===== config.mk =====
export PLATFORM = sky130hd
export DESIGN_NAME = fpnew_inorder_rob
export DESIGN_NICKNAME = d
export VERILOG_FILES = /design/src/rtl/fpnew_rob_pkg.sv /design/src/rtl/fpnew_rob_slot.sv /design/src/rtl/fpnew_inorder_rob.sv
export SDC_FILE = /design/constraint.sdc
export NUM_CORES = 1
export LEC_CHECK = 0
export ABC_AREA = 0
export CAP_MARGIN = 20
export CELL_PAD_IN_SITES_DETAIL_PLACEMENT = 1
export CELL_PAD_IN_SITES_GLOBAL_PLACEMENT = 1
export CORE_ASPECT_RATIO = 0.8
export CORE_MARGIN = 2
export CORE_UTILIZATION = 44
export CTS_CLUSTER_DIAMETER = 150
export DETAILED_ROUTE_END_ITERATION = 10
export GPL_TIMING_DRIVEN = 0
export MAX_ROUTING_LAYER = met4
export PLACE_DENSITY_LB_ADDON = 0.08
export SKIP_CTS_REPAIR_TIMING = 1
export SYNTH_ARGS = -nofsm -noshare
export SYNTH_HDL_FRONTEND = slang
export SYNTH_SLANG_ARGS = --single-unit

===== constraint.sdc =====
create_clock -name clk_i -period 8 [get_ports clk_i]
set_clock_uncertainty 0.1 [all_clocks]
set_input_delay 0.8 -clock clk_i [delete_from_list [all_inputs] [get_ports clk_i]]
set_output_delay 0.8 -clock clk_i [all_outputs]
set_load 0.1 [all_outputs]

===== src/rtl/fpnew_rob_pkg.sv =====
// Shared types for the FPU in-order reorder buffer: slot state encoding
// and the FPU status flag layout.
package fpnew_rob_pkg;

  localparam int STATUS_W = 5;

  typedef enum logic [1:0] {
    FREE    = 2'd0,
    PENDING = 2'd1,
    DONE    = 2'd2
  } slot_state_e;

  // Same bit order as the FPU status field: {NV,DZ,OF,UF,NX}
  typedef struct packed {
    logic nv;
    logic dz;
    logic of;
    logic uf;
    logic nx;
  } fpu_status_t;

endpackage


===== src/rtl/fpnew_rob_slot.sv =====
// One reorder slot: lifecycle state plus the captured user sideband,
// FPU result and status. Strobes come pre-decoded from the top.
module fpnew_rob_slot
  import fpnew_rob_pkg::*;
#(
  parameter int FLEN   = 64,
  parameter int USER_W = 8
) (
  input  logic              clk_i,
  input  logic              rst_i,
  input  logic              alloc_i,
  input  logic              complete_i,
  input  logic              pop_i,
  input  logic              flush_i,
  input  logic [USER_W-1:0] user_i,
  input  logic [FLEN-1:0]   result_i,
  input  fpu_status_t       status_i,
  output slot_state_e       state_o,
  output logic [USER_W-1:0] user_o,
  output logic [FLEN-1:0]   result_o,
  output fpu_status_t       status_o
);

  slot_state_e       state_q;
  logic [USER_W-1:0] user_q;
  logic [FLEN-1:0]   result_q;
  fpu_status_t       status_q;

  // Slot lifecycle; flush kills the slot regardless of where it is
  always_ff @(posedge clk_i or posedge rst_i) begin
    if (rst_i) begin
      state_q <= FREE;
    end else if (flush_i) begin
      state_q <= FREE;
    end else begin
      case (state_q)
        FREE:    if (alloc_i)    state_q <= PENDING;
        PENDING: if (complete_i) state_q <= DONE;
        DONE:    if (pop_i)      state_q <= FREE;
        default:                 state_q <= FREE;
      endcase
    end
  end

  // Payload capture; contents are only meaningful while the state says so
  always_ff @(posedge clk_i) begin
    if (alloc_i && !flush_i && state_q == FREE) user_q <= user_i;
    if (complete_i && !flush_i && state_q == PENDING) begin
      result_q <= result_i;
      status_q <= status_i;
    end
  end

  assign state_o  = state_q;
  assign user_o   = user_q;
  assign result_o = result_q;
  assign status_o = status_q;

endmodule


===== src/rtl/fpnew_inorder_rob.sv =====
// In-order reorder buffer behind the FPNew wrapper. Hands out the tail
// index as FPU tag, catches out-of-order completions by tag, and releases
// results to writeback strictly in issue order.
module fpnew_inorder_rob
  import fpnew_rob_pkg::*;
#(
  parameter int FLEN   = 64,
  parameter int DEPTH  = 4,
  parameter int IDX_W  = $clog2(DEPTH),
  parameter int USER_W = 8
) (
  input  logic                clk_i,
  input  logic                rst_i,
  input  logic                req_valid_i,
  output logic                req_ready_o,
  input  logic [USER_W-1:0]   req_user_i,
  output logic                fpu_in_valid_o,
  input  logic                fpu_in_ready_i,
  output logic [IDX_W-1:0]    fpu_tag_o,
  output logic                fpu_flush_o,
  input  logic                fpu_out_valid_i,
  output logic                fpu_out_ready_o,
  input  logic [IDX_W-1:0]    fpu_tag_i,
  input  logic [FLEN-1:0]     fpu_result_i,
  input  logic [STATUS_W-1:0] fpu_status_i,
  output logic                rsp_valid_o,
  input  logic                rsp_ready_i,
  output logic [FLEN-1:0]     rsp_result_o,
  output logic [STATUS_W-1:0] rsp_status_o,
  output logic [USER_W-1:0]   rsp_user_o,
  input  logic                flush_i,
  output logic                busy_o,
  output logic [IDX_W:0]      count_o,
  output logic                err_o
);

  logic [IDX_W:0]   head_q, tail_q;
  logic [IDX_W-1:0] head_idx, tail_idx;
  logic             full, empty;
  logic             alloc_go, pop_go, cpl_hit, cpl_bad;
  logic             err_q;

  slot_state_e                  slot_state [DEPTH];
  logic [DEPTH-1:0][USER_W-1:0] slot_user;
  logic [DEPTH-1:0][FLEN-1:0]   slot_result;
  fpu_status_t [DEPTH-1:0]      slot_status;

  assign head_idx = head_q[IDX_W-1:0];
  assign tail_idx = tail_q[IDX_W-1:0];
  assign full     = (head_idx == tail_idx) && (head_q[IDX_W] != tail_q[IDX_W]);
  assign empty    = (head_q == tail_q);

  // Issue side: the FPU sees the request only when a slot is free for it
  assign fpu_in_valid_o = req_valid_i & ~full & ~flush_i;
  assign req_ready_o    = fpu_in_ready_i & ~full & ~flush_i;
  assign fpu_tag_o      = tail_idx;
  assign fpu_flush_o    = flush_i;
  assign alloc_go       = req_valid_i & req_ready_o;

  // Every in-flight op owns a slot, so completions never need to stall
  assign fpu_out_ready_o = 1'b1;
  assign cpl_hit = fpu_out_valid_i & ~flush_i & (slot_state[fpu_tag_i] == PENDING);
  assign cpl_bad = fpu_out_valid_i & ~flush_i & (slot_state[fpu_tag_i] != PENDING);

  // Release side reads straight from the head slot's registers
  assign rsp_valid_o  = (slot_state[head_idx] == DONE);
  assign rsp_user_o   = slot_user[head_idx];
  assign rsp_result_o = slot_result[head_idx];
  assign rsp_status_o = slot_status[head_idx];
  assign pop_go       = rsp_valid_o & rsp_ready_i & ~flush_i;

  assign busy_o  = ~empty;
  assign count_o = tail_q - head_q;
  assign err_o   = err_q;

  for (genvar i = 0; i < DEPTH; i++) begin : g_slot
    fpnew_rob_slot #(
      .FLEN   (FLEN),
      .USER_W (USER_W)
    ) u_slot (
      .clk_i      (clk_i),
      .rst_i      (rst_i),
      .alloc_i    (alloc_go && (tail_idx == IDX_W'(i))),
      .complete_i (cpl_hit && (fpu_tag_i == IDX_W'(i))),
      .pop_i      (pop_go && (head_idx == IDX_W'(i))),
      .flush_i    (flush_i),
      .user_i     (req_user_i),
      .result_i   (fpu_result_i),
      .status_i   (fpu_status_t'(fpu_status_i)),
      .state_o    (slot_state[i]),
      .user_o     (slot_user[i]),
      .result_o   (slot_result[i]),
      .status_o   (slot_status[i])
    );
  end

  // Head/tail pointers with wrap bit; flush rewinds both to zero
  always_ff @(posedge clk_i or posedge rst_i) begin
    if (rst_i) begin
      head_q <= '0;
      tail_q <= '0;
    end else if (flush_i) begin
      head_q <= '0;
      tail_q <= '0;
    end else begin
      if (alloc_go) tail_q <= tail_q + 1'b1;
      if (pop_go)   head_q <= head_q + 1'b1;
    end
  end

  // Sticky error for results aimed at a slot that was not waiting
  always_ff @(posedge clk_i or posedge rst_i) begin
    if (rst_i)        err_q <= 1'b0;
    else if (cpl_bad) err_q <= 1'b1;
  end

endmodule


# After elaboration in Yosys (flattened, before gate mapping)
# Cells that the tools add are included.
# totals
input_bits,86
output_inout_bits,89
register_bits,323
# classes
order_cmp,3
muxes,36
n_eq_ne,35
reduce_logical,43
n_bitwise,15
addsub,3
# op_table
cell,count
binary-select mux 64 bit (select 2 bit),1
two-way mux 64 bit,1
two-way mux 2 bit,20
!= test 3 x 2 -> 1 bit (second input constant),12
logical AND 1 bit,29
case mux 2 bit (3 select lines),4
== test 2 bit (second input constant),11
binary-select mux 8 bit (select 2 bit),1
== test 2 x 1 -> 1 bit (second input constant),8
zero test 2 bit,7
two-way mux 3 bit,4
AND reduction 3 bit,4
bitwise AND 1 bit,10
binary-select mux 5 bit (select 2 bit),1
binary-select mux 2 bit (select 2 bit),2
two-way mux 8 bit,1
adder 3 x 1 -> 3 bit (second input constant),2
>= comparator 3 bit (second input constant),2
NOT 2 -> 3 bit,2
two-way mux 5 bit,1
nonzero test 2 bit,2
== test 3 bit,1
less-than comparator 2 x 3 -> 1 bit (second input constant),1
NOT 1 bit,3
5 further kinds,5

# Longest topological paths before layout
# Gate-level depths: netlist of the first run.
# logic_depth
word_depth,11
depth_mapped,7

# Cells and area by module
# A second synthesis of the first run with hierarchy kept.
# hier_totals
cells_unflattened,534
hier_area_um2,12320.6
# by_module_without_submodules
mod,n_inst,area_each_um2,cells_per_inst
fpnew_rob_slot,4,2423.6,88
fpnew_inorder_rob,1,2626.3,182

# Least setup slack after synthesis of the first run
# OpenSTA, ideal clock, no wires.
# synth_timing
kind,input to register
start,in flush_i
end,reg g_slot[3].u_slot.state_q[0]
required_time_ns,7.568
arrival_ns,4.386
path_slack_ns,3.182
n_path_buf,1
stages,5
path_cell_list,clkbuf_1 > nor2b_1 > nand3_1 > nor2_1 > a2111oi_0
# synth_via
elab_chain_len,6
elab_cells_between_ends,14
cone_classes,eq/ne: 3; mux: 1; bitwise: 6; reduce/logical: 4
# synth_lines
item,line,rtl
from (decl),fpnew_inorder_rob.sv:31,"input logic flush_i,"
NOT 1 bit,"fpnew_inorder_rob.sv:55, fpnew_inorder_rob.sv:62, fpnew_inorder_rob.sv:70",
"bitwise AND 1 bit, on equally long branches","fpnew_inorder_rob.sv:55, fpnew_inorder_rob.sv:62",
"bitwise AND 1 bit, on equally long branches","fpnew_inorder_rob.sv:58, fpnew_inorder_rob.sv:62",
"logical AND 1 bit, on equally long branches","fpnew_inorder_rob.sv:83, fpnew_inorder_rob.sv:84",
!= test 3 x 2 -> 1 bit (no line),n/a,
AND reduction 3 bit (no line),n/a,
to (signal assigned),fpnew_rob_slot.sv:38,PENDING: if (complete_i) state_q <= DONE;
to (signal assigned),fpnew_rob_slot.sv:39,DONE: if (pop_i) state_q <= FREE;
to (signal assigned),fpnew_rob_slot.sv:40,default: state_q <= FREE;
to (decl),fpnew_rob_slot.sv:24,slot_state_e state_q;
# Parallel ways exist; a longest one is shown, timed or not.
# A chain may end at the register's enable or synchronous reset.

# Worst setup path after layout of the first run
# layout_timing
start,reg head_q[1]
end,out rsp_result_o[58]
# layout_via
elab_chain_len,2
# layout_lines
item,line,rtl
from (decl),fpnew_inorder_rob.sv:37,"logic [IDX_W:0] head_q, tail_q;"
from (signal assigned),fpnew_inorder_rob.sv:107,if (pop_go) head_q <= head_q + 1'b1;
binary-select mux 64 bit (select 2 bit),fpnew_inorder_rob.sv:68,assign rsp_result_o = slot_result[head_idx];
two-way mux 64 bit (implied by the code),fpnew_inorder_rob.sv:68,
to (decl),fpnew_inorder_rob.sv:28,"output logic [FLEN-1:0] rsp_result_o,"
# No other way between the ends. The select of a mux whose other input is x is not followed.

==> flow_summary.html, run 1 <==
<table>
<tr><th>Metric</th><th>Value</th></tr>
<tr><th colspan="2">Global routing</th></tr>
<tr><td>Global-route wire length before repair</td><td>about 39 mm</td></tr>
<tr><td>GRT Util Overall</td><td>0.186</td></tr>
<tr><td>GRT Residual Overflow</td><td>0</td></tr>
<tr><td>Number of antenna violations at the first check in global routing</td><td>1</td></tr>
<tr><td>Via count of the first global-routing pass</td><td>~6,500</td></tr>
<tr><td>Largest net degree at the start of global routing</td><td>47</td></tr>
<tr><th colspan="2">Yosys</th></tr>
<tr><td>Synthesized instance count</td><td>520</td></tr>
<tr><td>Ys async rst share</td><td>0.0464</td></tr>
<tr><td>Yosys reg bits</td><td>roughly 320</td></tr>
<tr><td>Total nets after synthesis</td><td>617</td></tr>
<tr><td>Yosys cell types</td><td>39</td></tr>
<tr><td>Combined area of all synthesized cells</td><td>12,100 um^2</td></tr>
<tr><td>Main synth FF type</td><td>sky130_fd_sc_hd__edfxtp_1</td></tr>
<tr><td>Proportion of synthesized chip area in sequential cells</td><td>0.793</td></tr>
<tr><td>Avg Inst Size Synth</td><td>23.3 um^2</td></tr>
<tr><td>Number of enable flip-flop cells after synthesis</td><td>308</td></tr>
<tr><td>Warnings from Yosys</td><td>0</td></tr>
<tr><th colspan="2">Hold path</th></tr>
<tr><td>Number of cells on the worst hold path</td><td>1</td></tr>
<tr><td>Hold worst-path end</td><td>err_o</td></tr>
<tr><td>Start point of the worst min-delay path</td><td>err_o</td></tr>
<tr><td>Class of the tightest hold or removal check</td><td>reg -&gt; reg</td></tr>
<tr><th colspan="2">Setup path</th></tr>
<tr><td>Type of element capturing the critical path</td><td>output port</td></tr>
<tr><td>WP data arrival</td><td>3850 ps</td></tr>
<tr><td>Slowest Stage Delay on Critical Path</td><td>1180 ps</td></tr>
<tr><td>Startpoint Class</td><td>flop</td></tr>
<tr><td>Type of the setup path with the least slack</td><td>reg -&gt; out</td></tr>
<tr><td>Endpoint of the worst register-to-register path</td><td>g_slot[0].u_slot.user_o[1]</td></tr>
<tr><td>Biggest fanout along the worst timing path</td><td>10</td></tr>
<tr><td>Cell at the slowest stage of the critical path</td><td>sky130_fd_sc_hd__clkdlybuf4s50_1</td></tr>
<tr><td>CP top delay family</td><td>buffers and inverters</td></tr>
<tr><td>Number of cells on the worst reg-to-reg path</td><td>8</td></tr>
<tr><td>Cells along the critical path</td><td>buf_4 &gt; clkbuf_1 &gt; clkbuf_1 &gt; mux4_2 &gt; clkdlybuf4s50_1</td></tr>
<tr><td>Required @ worst endpoint</td><td>around 7100 ps</td></tr>
<tr><td>Most frequent cell on the critical path</td><td>sky130_fd_sc_hd__clkbuf_1</td></tr>
<tr><td>Worst-case register-to-register setup slack</td><td>4940 ps</td></tr>
<tr><td>FF-to-FF Start</td><td>head_q[1]</td></tr>
<tr><td>Number of buffers and inverters on the critical path</td><td>4</td></tr>
<tr><th colspan="2">Clocking</th></tr>
<tr><td>CTS sink cnt</td><td>323</td></tr>
<tr><td>Insertion delay of the later-clocked pin in the worst-skew pair</td><td>500 ps</td></tr>
<tr><td>TritonCTS Buffers</td><td>34</td></tr>
<tr><td>TritonCTS clock tree</td><td>yes</td></tr>
<tr><td>H-tree lvl count</td><td>2</td></tr>
<tr><td>Clock slew at reported path FFs</td><td>60 ps</td></tr>
<tr><td>Root Driver</td><td>sky130_fd_sc_hd__clkbuf_16</td></tr>
<tr><td>Maximum buffer depth of the clock tree</td><td>3</td></tr>
<tr><th colspan="2">Layout</th></tr>
<tr><td>Final Util</td><td>0.573</td></tr>
<tr><td>Net count reported at finish</td><td>834</td></tr>
<tr><td>Number of fill cells in the layout</td><td>2,376</td></tr>
<tr><td>Final Instance Count excl. Fillers</td><td>1,127</td></tr>
<tr><td>Share of post-route cells with drive strength above 1</td><td>0.202</td></tr>
<tr><td>Layout area overhead</td><td>28.3%</td></tr>
<tr><th colspan="2">STA</th></tr>
<tr><td>Worst slew slack as a fraction of its limit</td><td>0.286</td></tr>
<tr><td>Setup violations, final</td><td>0</td></tr>
<tr><td>Worst-margin pin slew</td><td>1070 ps</td></tr>
<tr><td>Setup repair after global routing missed its margin</td><td>no</td></tr>
<tr><td>Min Tclk post-route</td><td>4750 ps</td></tr>
<tr><td>Setup WS post-layout</td><td>3250 ps</td></tr>
<tr><td>Fraction of the cycle the final worst path needs</td><td>0.593</td></tr>
<tr><td>Max-slew violation count</td><td>0</td></tr>
<tr><td>Max Clk Rate</td><td>211 MHz</td></tr>
<tr><td>Hold violation count in the final report</td><td>0</td></tr>
<tr><td>Worst hold slack across all endpoints</td><td>366 ps</td></tr>
<tr><th colspan="2">Routing</th></tr>
<tr><td>Overall routed net length</td><td>approximately 25 mm</td></tr>
<tr><td>Post-detailed-route DRC marker count</td><td>0</td></tr>
<tr><td>Via count normalized by instance count</td><td>between 5 and 6</td></tr>
<tr><td>Wire length per cell after detailed routing</td><td>22.4 um</td></tr>
<tr><td>Number of detailed-route iterations in the first pass</td><td>6</td></tr>
<tr><td>Final antenna-violating net count</td><td>0</td></tr>
<tr><td>Detailed-route via count</td><td>5,925</td></tr>
<tr><td>DRC violation total after the first TritonRoute iteration</td><td>245</td></tr>
<tr><th colspan="2">Floorplan</th></tr>
<tr><td>Effective utilization at floorplan</td><td>0.447</td></tr>
<tr><td>Floorplan row count</td><td>54</td></tr>
<tr><td>Die Width</td><td>around 190 um</td></tr>
<tr><td>Core area</td><td>27,200 um^2</td></tr>
<tr><td>Die Footprint</td><td>28,900 um^2</td></tr>
<tr><td>Boundary pin count</td><td>around 180</td></tr>
<tr><td>Die span in y</td><td>153 um</td></tr>
<tr><th colspan="2">Power and ir drop</th></tr>
<tr><td>PD cells</td><td>223 nW/um^2</td></tr>
<tr><td>Pwr Total</td><td>3.47 mW</td></tr>
<tr><td>Leakage Power</td><td>around 5 nW</td></tr>
<tr><td>Largest vdd supply drop</td><td>~0.17 mV</td></tr>
<tr><th colspan="2">Run status</th></tr>
<tr><td>Outcome</td><td>finished clean</td></tr>
<tr><th colspan="2">Place</th></tr>
<tr><td>IO buf count</td><td>172</td></tr>
<tr><td>DPL Wire Length</td><td>16.4 mm</td></tr>
<tr><td>Worst setup slack before clock tree synthesis</td><td>about 3700 ps</td></tr>
<tr><td># placed instances</td><td>1,065</td></tr>
<tr><td>Routability congestion estimate from global placement</td><td>about 0.82</td></tr>
<tr><th colspan="2">Flow run</th></tr>
<tr><td>Reported max-cap violation count</td><td>0</td></tr>
</table>
==> per-stage QoR <==
| step | TNS [ps] | cell area, um^2 |
|---|---|---|
| after floorplan | 0 | 12100 |
| after global placement | -50.2 | 14300 |
| after detailed placement | 0 | 14500 |
| after CTS | 0 | 15600 |
| after global routing | 0 | 15600 |
| final | 0 | 15600 |
==> final cells by class <==
| type | instances | area (um^2) | share of cell area |
|---|---|---|---|
| Inverter | 15 | 58.8 | 0.00378 |
| Multi-Input combinational cell | 158 | 2360 | 0.152 |
| Antenna cell | 1 | 2.50 | 0.000161 |
| Buffer | 24 | 120 | 0.00772 |
| Clock buffer | 48 | 955 | 0.0613 |
| Sequential cell | 323 | 9620 | 0.618 |
| Tap cell | 364 | 455 | 0.0293 |
| Clock inverter | 13 | 87.6 | 0.00563 |
| Timing Repair Buffer | 181 | 1900 | 0.122 |
==> cell usage in the layout (no fill, tap or decap), types with 3 or more instances in the layout <==
| master | instances |
|---|---|
| sky130_fd_sc_hd__dfrtp_1 | 15 |
| sky130_fd_sc_hd__clkbuf_16 | 35 |
| sky130_fd_sc_hd__a21oi_1 | 4 |
| sky130_fd_sc_hd__nor2_1 | 9 |
| sky130_fd_sc_hd__xnor2_1 | 3 |
| sky130_fd_sc_hd__buf_4 | 8 |
| sky130_fd_sc_hd__edfxtp_1 | 308 |
| sky130_fd_sc_hd__clkbuf_8 | 3 |
| sky130_fd_sc_hd__ha_1 | 10 |
| sky130_fd_sc_hd__buf_16 | 5 |
| sky130_fd_sc_hd__and2_1 | 3 |
| sky130_fd_sc_hd__nand2b_1 | 4 |
| sky130_fd_sc_hd__nand2_1 | 8 |
| sky130_fd_sc_hd__clkdlybuf4s50_1 | 172 |
| sky130_fd_sc_hd__nor4_1 | 3 |
| sky130_fd_sc_hd__clkinv_1 | 7 |
| sky130_fd_sc_hd__clkinv_2 | 3 |
| sky130_fd_sc_hd__clkbuf_1 | 20 |
| sky130_fd_sc_hd__buf_2 | 9 |
| sky130_fd_sc_hd__mux4_2 | 78 |
| sky130_fd_sc_hd__inv_1 | 13 |
| sky130_fd_sc_hd__nor3b_1 | 3 |
==> registers in the layout, indices dropped and copies added, names as in the netlist <==
register,cells
head_q,3
g_slot.u_slot.result_o,256
tail_q,3
err_o,1
g_slot.u_slot.status_o,20
g_slot.u_slot.user_o,32
g_slot.u_slot.state_o,8
==> power breakdown <==
part	switching [mW]	internal, mW
combinational	0.0864	0.0570
clock	0.602	0.864
sequential	0.00254	1.86
==> routing by layer <==
metal  global-route usage  share of wire  up-vias  routed length [um]
li1                     -              -     2615                   -
met2                0.296           0.49      155               12500
met1                0.243           0.43     3116               10900
met5                    -              0        -                   0
met4               0.0495          0.019        0                 492
met3               0.0442          0.057       39                1450
==> logic make-up after synthesis <==
| logic type | share of synthesized area |
|---|---|
| AOI/OAI and AO/OA | 0.0106 |
| xor gates and xnor gates | 0.00289 |
| adders and majority gates | 0.0120 |
| buffers and inverters | 0.0145 |
| DFF | 0.793 |
| muxes | 0.147 |
| other | 0.000309 |
| and+or+nand+nor | 0.0191 |
==> cells in the mapped netlist, types with 3 or more instances <==
library cell | number | area share
sky130_fd_sc_hd__xnor2_1 | 3 | 0.0022
sky130_fd_sc_hd__nor3_1 | 3 | 0.0012
sky130_fd_sc_hd__nor4_1 | 4 | 0.0021
sky130_fd_sc_hd__nor3b_1 | 3 | 0.0019
sky130_fd_sc_hd__and2_1 | 3 | 0.0015
sky130_fd_sc_hd__nand2b_1 | 4 | 0.0021
sky130_fd_sc_hd__ha_1 | 10 | 0.010
sky130_fd_sc_hd__clkbuf_1 | 10 | 0.0031
sky130_fd_sc_hd__nor2_1 | 10 | 0.0031
sky130_fd_sc_hd__mux4_2 | 78 | 0.14
sky130_fd_sc_hd__buf_2 | 9 | 0.0037
sky130_fd_sc_hd__buf_4 | 5 | 0.0031
sky130_fd_sc_hd__inv_1 | 14 | 0.0043
sky130_fd_sc_hd__a21oi_1 | 4 | 0.0017
sky130_fd_sc_hd__dfrtp_1 | 15 | 0.031
sky130_fd_sc_hd__nand2_1 | 8 | 0.0025
sky130_fd_sc_hd__edfxtp_1 | 308 | 0.76
==> worst max path at each step <==
stage | from | endpoint | slack, ps | cells past startpoint
after global routing | head_q[1] | rsp_result_o[58] | 3070 | 5
final | head_q[1] | rsp_result_o[58] | 3250 | 5
after global placement | fpu_tag_i[1] | g_slot[3].u_slot.state_o[0] | -50 | 5
after detailed placement | head_q[1] | rsp_result_o[58] | 3730 | 5
after CTS | head_q[1] | rsp_result_o[58] | 3110 | 5
after floorplan | flush_i | g_slot[3].u_slot.state_o[0] | 3180 | 5
Power figures use the tool's default switching activity.
==> run 2, diff against run 1 <==
==> constraint.sdc (replaced) <==
create_clock -name clk_i -period 4.6 [get_ports clk_i]
set_clock_uncertainty 0.1 [all_clocks]
set_input_delay 0.46 -clock clk_i [delete_from_list [all_inputs] [get_ports clk_i]]
set_output_delay 0.46 -clock clk_i [all_outputs]
set_load 0.1 [all_outputs]
==> results of run 2 <==
Same layout as run 1 (identical final DEF). Status: finished clean.
Among the figures that moved: setup slack after placement 3730 ps -> 665 ps; setup slack after layout 3250 ps -> 192 ps; hold slack 366 ps -> 253 ps; register-to-register setup slack 4940 ps -> 1540 ps; total power 3.47 mW -> 6.03 mW; worst IR drop on VDD 0.166 mV -> 0.288 mV
==> run 3, diff against run 2 <==
--- a/config.mk
+++ b/config.mk
@@ -17,6 +17,7 @@
 export GPL_TIMING_DRIVEN = 0
 export MAX_ROUTING_LAYER = met4
 export PLACE_DENSITY_LB_ADDON = 0.08
+export SETUP_SLACK_MARGIN = 0.02
 export SKIP_CTS_REPAIR_TIMING = 1
 export SYNTH_ARGS = -nofsm -noshare
 export SYNTH_HDL_FRONTEND = slang
==> flow_summary.html, run 3 (same netlist as run 1, synthesis figures left out) <==
<table>
<tr><th>Metric</th><th>Value</th></tr>
<tr><th colspan="2">Run status</th></tr>
<tr><td>Outcome</td><td>finished clean</td></tr>
<tr><th colspan="2">Global routing</th></tr>
<tr><td>Largest net degree at the start of global routing</td><td>47 (unchanged)</td></tr>
<tr><td>Number of antenna violations at the first check in global routing</td><td>1 (unchanged)</td></tr>
<tr><td>Via count of the first global-routing pass</td><td>6,505 (unchanged)</td></tr>
<tr><td>GRT Residual Overflow</td><td>0 (unchanged)</td></tr>
<tr><td>GRT Util Overall</td><td>0.186 (unchanged)</td></tr>
<tr><td>Global-route wire length before repair</td><td>39.0 mm (unchanged)</td></tr>
<tr><th colspan="2">Power and ir drop</th></tr>
<tr><td>PD cells</td><td>387 nW/um^2</td></tr>
<tr><td>Largest vdd supply drop</td><td>0.288 mV</td></tr>
<tr><td>Leakage Power</td><td>4.99 nW (+0.18%)</td></tr>
<tr><th colspan="2">Floorplan</th></tr>
<tr><td>Boundary pin count</td><td>175 (unchanged)</td></tr>
<tr><td>Die span in y</td><td>153 um (unchanged)</td></tr>
<tr><td>Die Width</td><td>190 um (unchanged)</td></tr>
<tr><td>Effective utilization at floorplan</td><td>0.447 (unchanged)</td></tr>
<tr><td>Core area</td><td>27,200 um^2 (unchanged)</td></tr>
<tr><td>Die Footprint</td><td>28,900 um^2 (unchanged)</td></tr>
<tr><td>Floorplan row count</td><td>54 (unchanged)</td></tr>
<tr><th colspan="2">STA</th></tr>
<tr><td>Setup WS post-layout</td><td>206 ps</td></tr>
<tr><td>Hold violation count in the final report</td><td>0 (unchanged)</td></tr>
<tr><td>Worst slew slack as a fraction of its limit</td><td>0.286 (unchanged)</td></tr>
<tr><td>Fraction of the cycle the final worst path needs</td><td>0.955</td></tr>
<tr><td>Setup repair after global routing missed its margin</td><td>no</td></tr>
<tr><td>Summed negative setup slack over all endpoints</td><td>0 ps (unchanged)</td></tr>
<tr><td>Setup violations, final</td><td>0 (unchanged)</td></tr>
<tr><td>Max-slew violation count</td><td>0 (unchanged)</td></tr>
<tr><td>Min Tclk post-route</td><td>approximately 4400 ps</td></tr>
<tr><td>Worst-margin pin slew</td><td>1070 ps (unchanged)</td></tr>
<tr><td>Max Clk Rate</td><td>~230 MHz</td></tr>
<tr><th colspan="2">Clocking</th></tr>
<tr><td>TritonCTS Buffers</td><td>34 (unchanged)</td></tr>
<tr><td>CTS sink cnt</td><td>323 (unchanged)</td></tr>
<tr><td>TritonCTS clock tree</td><td>yes</td></tr>
<tr><td>Insertion delay of the later-clocked pin in the worst-skew pair</td><td>500 ps (about the same)</td></tr>
<tr><td>H-tree lvl count</td><td>2 (unchanged)</td></tr>
<tr><td>Root Driver</td><td>sky130_fd_sc_hd__clkbuf_16</td></tr>
<tr><td>Clock slew at reported path FFs</td><td>60 ps (about the same)</td></tr>
<tr><td>Maximum buffer depth of the clock tree</td><td>3 (unchanged)</td></tr>
<tr><th colspan="2">Setup path</th></tr>
<tr><td>Required @ worst endpoint</td><td>4040 ps</td></tr>
<tr><td>Type of the setup path with the least slack</td><td>reg -&gt; out</td></tr>
<tr><td>FF-to-FF Start</td><td>head_q[1]</td></tr>
<tr><td>Launch point of the worst path</td><td>head_q[1]</td></tr>
<tr><td>Startpoint Class</td><td>flop</td></tr>
<tr><td>WP data arrival</td><td>3830 ps (-20 ps)</td></tr>
<tr><td>Type of element capturing the critical path</td><td>output port</td></tr>
<tr><td>Biggest fanout along the worst timing path</td><td>10 (unchanged)</td></tr>
<tr><th colspan="2">Layout</th></tr>
<tr><td>Largest register FFs</td><td>256 (unchanged)</td></tr>
<tr><td>Share of post-route cells with drive strength above 1</td><td>0.202 (unchanged)</td></tr>
<tr><td>Leading cell types in the layout, fill and taps excluded</td><td>sky130_fd_sc_hd__edfxtp_1 (308), sky130_fd_sc_hd__clkdlybuf4s50_1 (171), sky130_fd_sc_hd__mux4_2 (78)</td></tr>
<tr><td>Most frequent standard cell in the layout excluding fill and tap cells</td><td>sky130_fd_sc_hd__edfxtp_1</td></tr>
<tr><td>Net count reported at finish</td><td>834 (unchanged)</td></tr>
<tr><td>Layout area overhead</td><td>28.3% (about the same)</td></tr>
<tr><th colspan="2">Routing</th></tr>
<tr><td>Wire length per cell after detailed routing</td><td>22.4 um (unchanged)</td></tr>
<tr><td>DRC violation total after the first TritonRoute iteration</td><td>245 (unchanged)</td></tr>
<tr><td>Post-detailed-route DRC marker count</td><td>0 (unchanged)</td></tr>
<tr><td>Overall routed net length</td><td>25.3 mm (unchanged)</td></tr>
<tr><td>Number of detailed-route iterations in the first pass</td><td>6 (unchanged)</td></tr>
<tr><td>Final antenna-violating net count</td><td>0 (unchanged)</td></tr>
<tr><td>Via count normalized by instance count</td><td>5.26 (unchanged)</td></tr>
<tr><td>Detailed-route via count</td><td>5,925 (unchanged)</td></tr>
<tr><th colspan="2">Flow run</th></tr>
<tr><td>Reported max-cap violation count</td><td>0 (unchanged)</td></tr>
<tr><th colspan="2">Place</th></tr>
<tr><td>DPL Wire Length</td><td>16.4 mm (unchanged)</td></tr>
<tr><td>Worst setup slack before clock tree synthesis</td><td>665 ps</td></tr>
<tr><td>Routability congestion estimate from global placement</td><td>0.818 (unchanged)</td></tr>
<tr><td>IO buf count</td><td>172 (unchanged)</td></tr>
<tr><th colspan="2">Hold path</th></tr>
<tr><td>Class of the tightest hold or removal check</td><td>in -&gt; async</td></tr>
</table>
[run 3: cell type report]
type / count / area [um^2]
clock buffers: 48 / 955
clock inverters: 13 / 87.6
fillers: 2376 / 11600
diodes: 1 / 2.50
flip-flops and latches: 323 / 9620
plain buffers: 24 / 120
inverters: 15 / 58.8
repair buffers: 181 / 1900
well taps: 364 / 455
multi-input cells: 158 / 2360
[run 3: routing by layer]
metal | global-route usage | wire (um)
met5 | - | 0
met4 | 0.0495 | 492
met3 | 0.0442 | 1440
met2 | 0.296 | 12500
met1 | 0.243 | 10900
[run 3: power breakdown]
| part | internal (mW) | total (mW) | switching (mW) |
|---|---|---|---|
| registers | 3.23 | 3.23 | 0.00441 |
| logic | 0.0991 | 0.249 | 0.150 |
| clock network | 1.50 | 2.55 | 1.05 |
[run 3: path summary, 6_finish.rpt]
path / endpoint / slack [ps] / cells past startpoint
worst max-delay path: rsp_result_o[57] / 210 / 5
worst min-delay path: err_o / 250 / 2
worst max register to register: g_slot[0].u_slot.user_o[1] / 1540 / 8
worst min register to register: err_o / 370 / 1
max in group asynchronous: tail_q[1] / 3720 / 2
min in group clk_i: err_o / 370 / 1
[run 3: critical path: stages (launching register included)]
cell,delay (ps)
sky130_fd_sc_hd__dfrtp_1,440
sky130_fd_sc_hd__buf_4,210
sky130_fd_sc_hd__clkbuf_1,530
sky130_fd_sc_hd__clkbuf_1,640
sky130_fd_sc_hd__mux4_2,370
sky130_fd_sc_hd__clkdlybuf4s50_1,1140
[run 3: stage by stage]
step | power (mW) | std cells | instance area, um^2 | hold slack, ps | util
final | 6.03 | 1127 | 15600 | 253 | 0.573
after global routing | 6.21 | 1127 | 15600 | 287 | 0.573
after CTS | 6.10 | 1126 | 15600 | 241 | 0.573
after detailed placement | 3.54 | 1065 | 14500 | 354 | 0.535
after global placement | 3.53 | 1056 | 14300 | 346 | 0.527
after floorplan | 3.41 | 520 | 12100 | 261 | -
